**config.mk**
```make
export PLATFORM = sky130hd
export DESIGN_NAME = uart_tx_frame
export DESIGN_NICKNAME = d
export VERILOG_FILES = /design/src/rtl/uart_tx_frame_pkg.sv /design/src/rtl/uart_tx_serializer.sv /design/src/rtl/uart_tx_frame.sv
export SDC_FILE = /design/constraint.sdc
export NUM_CORES = 1
export LEC_CHECK = 0
export ABC_AREA = 1
export ABC_CLOCK_PERIOD_IN_PS = 1600
export BUFFER_PORTS_ARGS = -buffer_cell sky130_fd_sc_hd__buf_4
export CORE_MARGIN = 3
export CORE_UTILIZATION = 46
export DETAILED_ROUTE_END_ITERATION = 8
export PLACE_DENSITY = 0.65
export SLEW_MARGIN = 0
export SYNTH_ARGS = -nofsm -noshare
export SYNTH_HDL_FRONTEND = slang
export SYNTH_SLANG_ARGS = --single-unit
```
**constraint.sdc**
```tcl
create_clock -name CLK_tx -period 1.6 [get_ports CLK_tx]
set_clock_uncertainty 0.1 [all_clocks]
set_input_delay 0 -clock CLK_tx [delete_from_list [all_inputs] [get_ports CLK_tx]]
set_output_delay 0 -clock CLK_tx [all_outputs]
set_load 0.01 [all_outputs]
```
**src/rtl/uart_tx_frame_pkg.sv**
```systemverilog
// Shared UART definitions: FSM state encoding, line levels and parity codes.
// Used by both the transmit frame generator and the receive-side parity checker.
package uart_tx_frame_pkg;

  typedef enum logic [2:0] {
    IDLE   = 3'd0,
    START  = 3'd1,
    DATA   = 3'd2,
    PARITY = 3'd3,
    STOP   = 3'd4
  } uart_state_e;

  localparam logic LINE_IDLE = 1'b1;
  localparam logic START_BIT = 1'b0;
  localparam logic STOP_BIT  = 1'b1;

  localparam logic PAR_EVEN = 1'b0;
  localparam logic PAR_ODD  = 1'b1;

  // Turns the XOR-reduce of the data into the parity bit for the selected type.
  function automatic logic parity_bit(input logic data_xor, input logic par_typ);
    return (par_typ == PAR_ODD) ? ~data_xor : data_xor;
  endfunction

endpackage

```
**src/rtl/uart_tx_serializer.sv**
```systemverilog
// Data-bit shift register and bit counter for the UART transmitter.
// serial_bit is the data bit to be driven on the line after the next clock edge.
module uart_tx_serializer #(
  parameter int DATA_LENGTH = 8
) (
  input  logic                   CLK_tx,
  input  logic                   RST_tx,
  input  logic                   load,
  input  logic                   shift,
  input  logic [DATA_LENGTH-1:0] data,
  output logic                   serial_bit,
  output logic                   done
);

  localparam int CW = $clog2(DATA_LENGTH);
  localparam logic [CW-1:0] LAST = CW'(DATA_LENGTH - 1);

  // Holds the data bits not yet on the line; bit 0 is placed on the line
  // directly from the load value, so only the upper bits are stored.
  logic [DATA_LENGTH-2:0] shreg_q;
  logic [CW-1:0]          cnt_q;

  // NOTE: sequential state is written with non-blocking assignments so every
  // flop samples the pre-edge values, independent of statement order.
  always_ff @(posedge CLK_tx) begin
    if (RST_tx) begin
      shreg_q <= '0;
      cnt_q   <= '0;
    end else if (load) begin
      shreg_q <= data[DATA_LENGTH-1:1];
      cnt_q   <= '0;
    end else if (shift) begin
      shreg_q <= {1'b0, shreg_q[DATA_LENGTH-2:1]};
      if (cnt_q != LAST) begin
        cnt_q <= cnt_q + CW'(1);
      end
    end
  end

  // cnt_q equals the index of the data bit currently on the line.
  assign done       = (cnt_q == LAST);
  assign serial_bit = load ? data[0] : shreg_q[0];

endmodule

```
**src/rtl/uart_tx_frame.sv**
```systemverilog
// UART transmitter: serialises one start/data/parity/stop frame per request,
// one bit per baud-rate clock, with back-to-back frames accepted during STOP.
module uart_tx_frame
  import uart_tx_frame_pkg::*;
#(
  parameter int DATA_LENGTH = 8
) (
  input  logic                   CLK_tx,
  input  logic                   RST_tx,
  input  logic [DATA_LENGTH-1:0] P_DATA_tx,
  input  logic                   DATA_VALID_tx,
  input  logic                   PAR_EN_tx,
  input  logic                   PAR_TYP_tx,
  output logic                   TX_OUT_tx,
  output logic                   busy_tx
);

  uart_state_e            state_q, state_d;
  logic [DATA_LENGTH-1:0] data_q;
  logic                   par_en_q;
  logic                   par_typ_q;
  logic                   tx_q, tx_d;
  logic                   busy_q;

  logic accept;
  logic ser_load, ser_shift, ser_bit, ser_done;

  assign accept    = DATA_VALID_tx && ((state_q == IDLE) || (state_q == STOP));
  assign ser_load  = (state_q == START);
  assign ser_shift = (state_q == DATA) && !ser_done;

  uart_tx_serializer #(
    .DATA_LENGTH(DATA_LENGTH)
  ) u_serializer (
    .CLK_tx    (CLK_tx),
    .RST_tx    (RST_tx),
    .load      (ser_load),
    .shift     (ser_shift),
    .data      (data_q),
    .serial_bit(ser_bit),
    .done      (ser_done)
  );

  // NOTE: every output of a combinational block gets a default before the
  // case statement, so no path leaves it unassigned and no latch is inferred.
  always_comb begin
    state_d = state_q;
    unique case (state_q)
      IDLE:    if (accept) state_d = START;
      START:   state_d = DATA;
      DATA:    if (ser_done) state_d = par_en_q ? PARITY : STOP;
      PARITY:  state_d = STOP;
      STOP:    state_d = accept ? START : IDLE;
      default: state_d = IDLE;
    endcase
  end

  // The line level is chosen from the next state and registered, so the pin
  // comes straight from a flop and never glitches.
  always_comb begin
    tx_d = LINE_IDLE;
    unique case (state_d)
      IDLE:    tx_d = LINE_IDLE;
      START:   tx_d = START_BIT;
      DATA:    tx_d = ser_bit;
      PARITY:  tx_d = parity_bit(^data_q, par_typ_q);
      STOP:    tx_d = STOP_BIT;
      default: tx_d = LINE_IDLE;
    endcase
  end

  always_ff @(posedge CLK_tx) begin
    if (RST_tx) begin
      state_q   <= IDLE;
      tx_q      <= LINE_IDLE;
      busy_q    <= 1'b0;
      data_q    <= '0;
      par_en_q  <= 1'b0;
      par_typ_q <= 1'b0;
    end else begin
      state_q <= state_d;
      tx_q    <= tx_d;
      busy_q  <= (state_d != IDLE);
      if (accept) begin
        data_q    <= P_DATA_tx;
        par_en_q  <= PAR_EN_tx;
        par_typ_q <= PAR_TYP_tx;
      end
    end
  end

  assign TX_OUT_tx = tx_q;
  assign busy_tx   = busy_q;

endmodule

```
==> results.ini <==
[min_path]
holdPathEnd = par_en_q$_SDFFE_PP0P_
hp-start = DATA_VALID_tx
whs_path_depth = 3
hold_class = in -> reg

[pwr]
p_leak_nw = 0.656
switching_share_pct = 30.2
power_density_nw_per_um2 = 897
p_int_w = 0.000930
ir_drop_mv = 0.649
power_w = 0.00133
p_comb_share_pct = 25.0
clkPwrFrac_pct = 21.2
p_switching_w = 0.000403
seq_power_share_pct = 53.8

[timing]
period_share_pct = 93.4
period_minus_slack_ns = 1.49
rsz0062_at_grt = false
report.final.slew_viol_count = 0
tightestPinTransition_ns = 0.502
fin_ws_ns = 0.105
slew_headroom_pct = 66.5
fin_setup_tns_ns = 0
hold_violations = 0
finalSetupViolCount = 0
timing.fmax_mhz = 669

[worst_setup_path]
worstPathRequired_ns = 1.72
cp.arrival_ns = 1.61
start_kind = flop
cp_max_fo = 12
crit_chain = ha_2, ha_2, inv_1, nand3_4, nand2_8, buf_4, a21oi_2, nand2_1
startpoint = u_serializer.cnt_q[1]$_SDFFE_PP0P_
critPathCaptureType = flop
slowest_delay_ns = 0.37
rr_worst_depth = 8
critical_path.most_common_cell = ha_2
criticalPathCategory = reg -> reg
r2r-start = u_serializer.cnt_q[1]$_SDFFE_PP0P_
r2r_end = TX_OUT_tx$_SDFF_PP1_
worst-r2r-setup-slack_ns = 0.11
crit_slowest_cell = dfxtp_1
path_buf_inv = 2
crit_family = flip-flops

[placement]
place_ws_ns = 0.0668
gp_congestion = 0.753
placed_area_um2 = 1290
portBuffers = 14
hpwl_um = 1680
placedCellCount = 198

[route]
drc_errors = 0
routed_wl_um = 2440
routed_via_density = 4.94
wl_per_cell_um = 11.2
dr.pass1.iters = 4
ant_nets = 0
vias = 1078
drt_iter0_drc = 24

[grt]
grt_start_max_net_pins = 19
grt-ovfl-total = 0
antenna_found_initial = 0
grt_pass1_wl_um = 4080
track_usage_pct = 15.9
grt_pass1_vias = 964

[die]
rows = 17
fp.dieH_um = 56.4
core_um2 = 2320
die_width_um = 56.4
ios = 15
dieArea_um2 = 3180
start_util_pct = 50.5

[logic_synthesis]
syn_area_per_cell_um2 = 7.40
ys_ff_latch = 25
synth-warning-count = 0
synthDistinctLibCells = 25
ys.flop_type = dfxtp_1
ys_async_sr_fraction_pct = 0
netlist_area_um2 = 1170
syn_inst = 158
yosysSeqAreaShare_pct = 42.8
synth_nets = 173
synth_edf_count = 0

[layout]
final_cells = 218
drive_gt1_share_pct = 21.6
antenna_cells = 0
syn2layout_area_growth_pct = 27.1
num-fill-cells = 206
design_area_um2 = 1490
final_nets = 206

[clock_tree]
htree_levels = 1
clk_path_buf_depth = 2
clock-sinks = 25
cts_buffers = 3
clkTransAtPathRegs_ns = 0.13
clock-root-buffer = clkbuf_4
clk_latency_ns = 0.31
cts_tree = done

[status]
status = finished clean

[run]
drv_cap = 0

[cell type report]
class	count	area [µm²]	area share [%]
Multi-Input combinational cell	112	592	39.8
Sequential cell	25	502	33.8
Clock buffer	4	26.3	1.77
Inverter	17	63.8	4.29
Tap cell	28	35.0	2.36
Timing Repair Buffer	32	268	18.0
[cells in the mapped netlist (2+ instances only)]
| master | number | area share [%] |
|---|---|---|
| nand2_1 | 42 | 13 |
| xor2_1 | 2 | 1.5 |
| nand3_1 | 4 | 1.7 |
| o21ai_1 | 2 | 0.86 |
| nor2_1 | 17 | 5.5 |
| inv_1 | 14 | 4.5 |
| ha_1 | 2 | 2.1 |
| xnor2_1 | 2 | 1.5 |
| a21oi_1 | 12 | 5.1 |
| a21oi_2 | 2 | 1.5 |
| a31oi_1 | 2 | 1.1 |
| inv_2 | 3 | 0.96 |
| dfxtp_1 | 25 | 43 |
| o21ai_0 | 18 | 7.7 |
[sequential cells by signal, indices dropped and copies added, names as in the netlist]
register,cells
u_serializer.cnt_q,3
par_en_q,1
busy_tx,1
par_typ_q,1
state_q,3
u_serializer.shreg_q,7
data_q,8
TX_OUT_tx,1
[power groups by stage]
stage	Sequential (W)	Clock (W)	Combinational [W]
detailed placement	0.000731	0	0.000281
floorplan	0.000726	0	0.000218
CTS	0.000717	0.000288	0.000304
global route	0.000725	0.000309	0.000381
finish	0.000718	0.000283	0.000333
global placement	0.000730	0	0.000271
[how the worst max path moves through the flow]
stage	cells after the start	endpoint
3_5_place_dp	7	u_serializer.shreg_q[1]$_SDFFE_PP0P_
3_3_place_gp	7	TX_OUT_tx$_SDFF_PP1_
4_1_cts	7	u_serializer.shreg_q[1]$_SDFFE_PP0P_
5_1_grt	7	u_serializer.shreg_q[1]$_SDFFE_PP0P_
6_report	8	TX_OUT_tx$_SDFF_PP1_
2_1_floorplan	10	TX_OUT_tx$_SDFF_PP1_
[metrics by stage]
stage / hold slack, ns / utilization, %
2_1_floorplan: -0.0276 / -
3_3_place_gp: 0.114 / 55.6
3_5_place_dp: 0.111 / 55.6
4_1_cts: 0.0485 / 61.5
5_1_grt: 0.0651 / 64.1
6_report: 0.0260 / 64.1
[logic make-up after synthesis]
kind of cell | share of synthesized area, %
DFF | 42.8
and+or+nand+nor | 25.5
AOI/OAI and AO/OA | 18.1
buffers and inverters | 8.56
xor gates and xnor gates | 3.00
adders and majority gates | 2.14
[per-layer routing]
metal  GRT usage (%)  wire, µm  share of wire (%)
met1            19.9      1180                 48
met2            28.5      1170                 48
met3            2.07        75                3.1
met4            4.07        17               0.70
met5               0         0                  0
[worst register-to-register path, cell delays in order (launching register included)]
cell and delay, ns:
dfxtp_1 0.37, ha_2 0.18, ha_2 0.17, inv_1 0.07, nand3_4 0.11, nand2_8 0.09, buf_4 0.15, a21oi_2 0.11
nand2_1 0.06
[what timing repair did]
| action | 4_1_cts | 5_1_grt |
|---|---|---|
| gates resized for setup | 0 | 7 |
| hold buffers | 11 | 0 |
| hold endpoints to repair | 15 | 0 |
| setup endpoints to repair | 0 | 5 |
| setup buffers | 0 | 5 |
[placed cells by master (no fill, tap or decap)]
| master | synthesis | routed |
|---|---|---|
| nand3_1 | 4 | 4 |
| nor3_4 | 1 | 1 |
| buf_4 | 1 | 21 |
| o21ai_2 | 1 | 1 |
| inv_2 | 3 | 3 |
| nand2_2 | 1 | 3 |
| dfxtp_1 | 25 | 24 |
| nand2_1 | 42 | 40 |
| a21oi_1 | 12 | 11 |
| o22ai_2 | 1 | 1 |
| clkbuf_4 | 0 | 3 |
| inv_1 | 14 | 14 |
| dlygate4sd3_1 | 0 | 11 |
| dfxtp_2 | 0 | 1 |
| ha_2 | 0 | 2 |
| nor3_1 | 1 | 1 |
| xnor2_1 | 2 | 2 |
| nand3_4 | 1 | 1 |
| a21oi_2 | 2 | 3 |
| nand2_8 | 0 | 1 |
| xor2_1 | 2 | 2 |
| o21ai_0 | 18 | 18 |
| nor2_1 | 17 | 17 |
| o21ai_1 | 2 | 2 |
| a31oi_1 | 2 | 2 |
| clkbuf_1 | 1 | 1 |
Power figures use the tool's default switching activity.
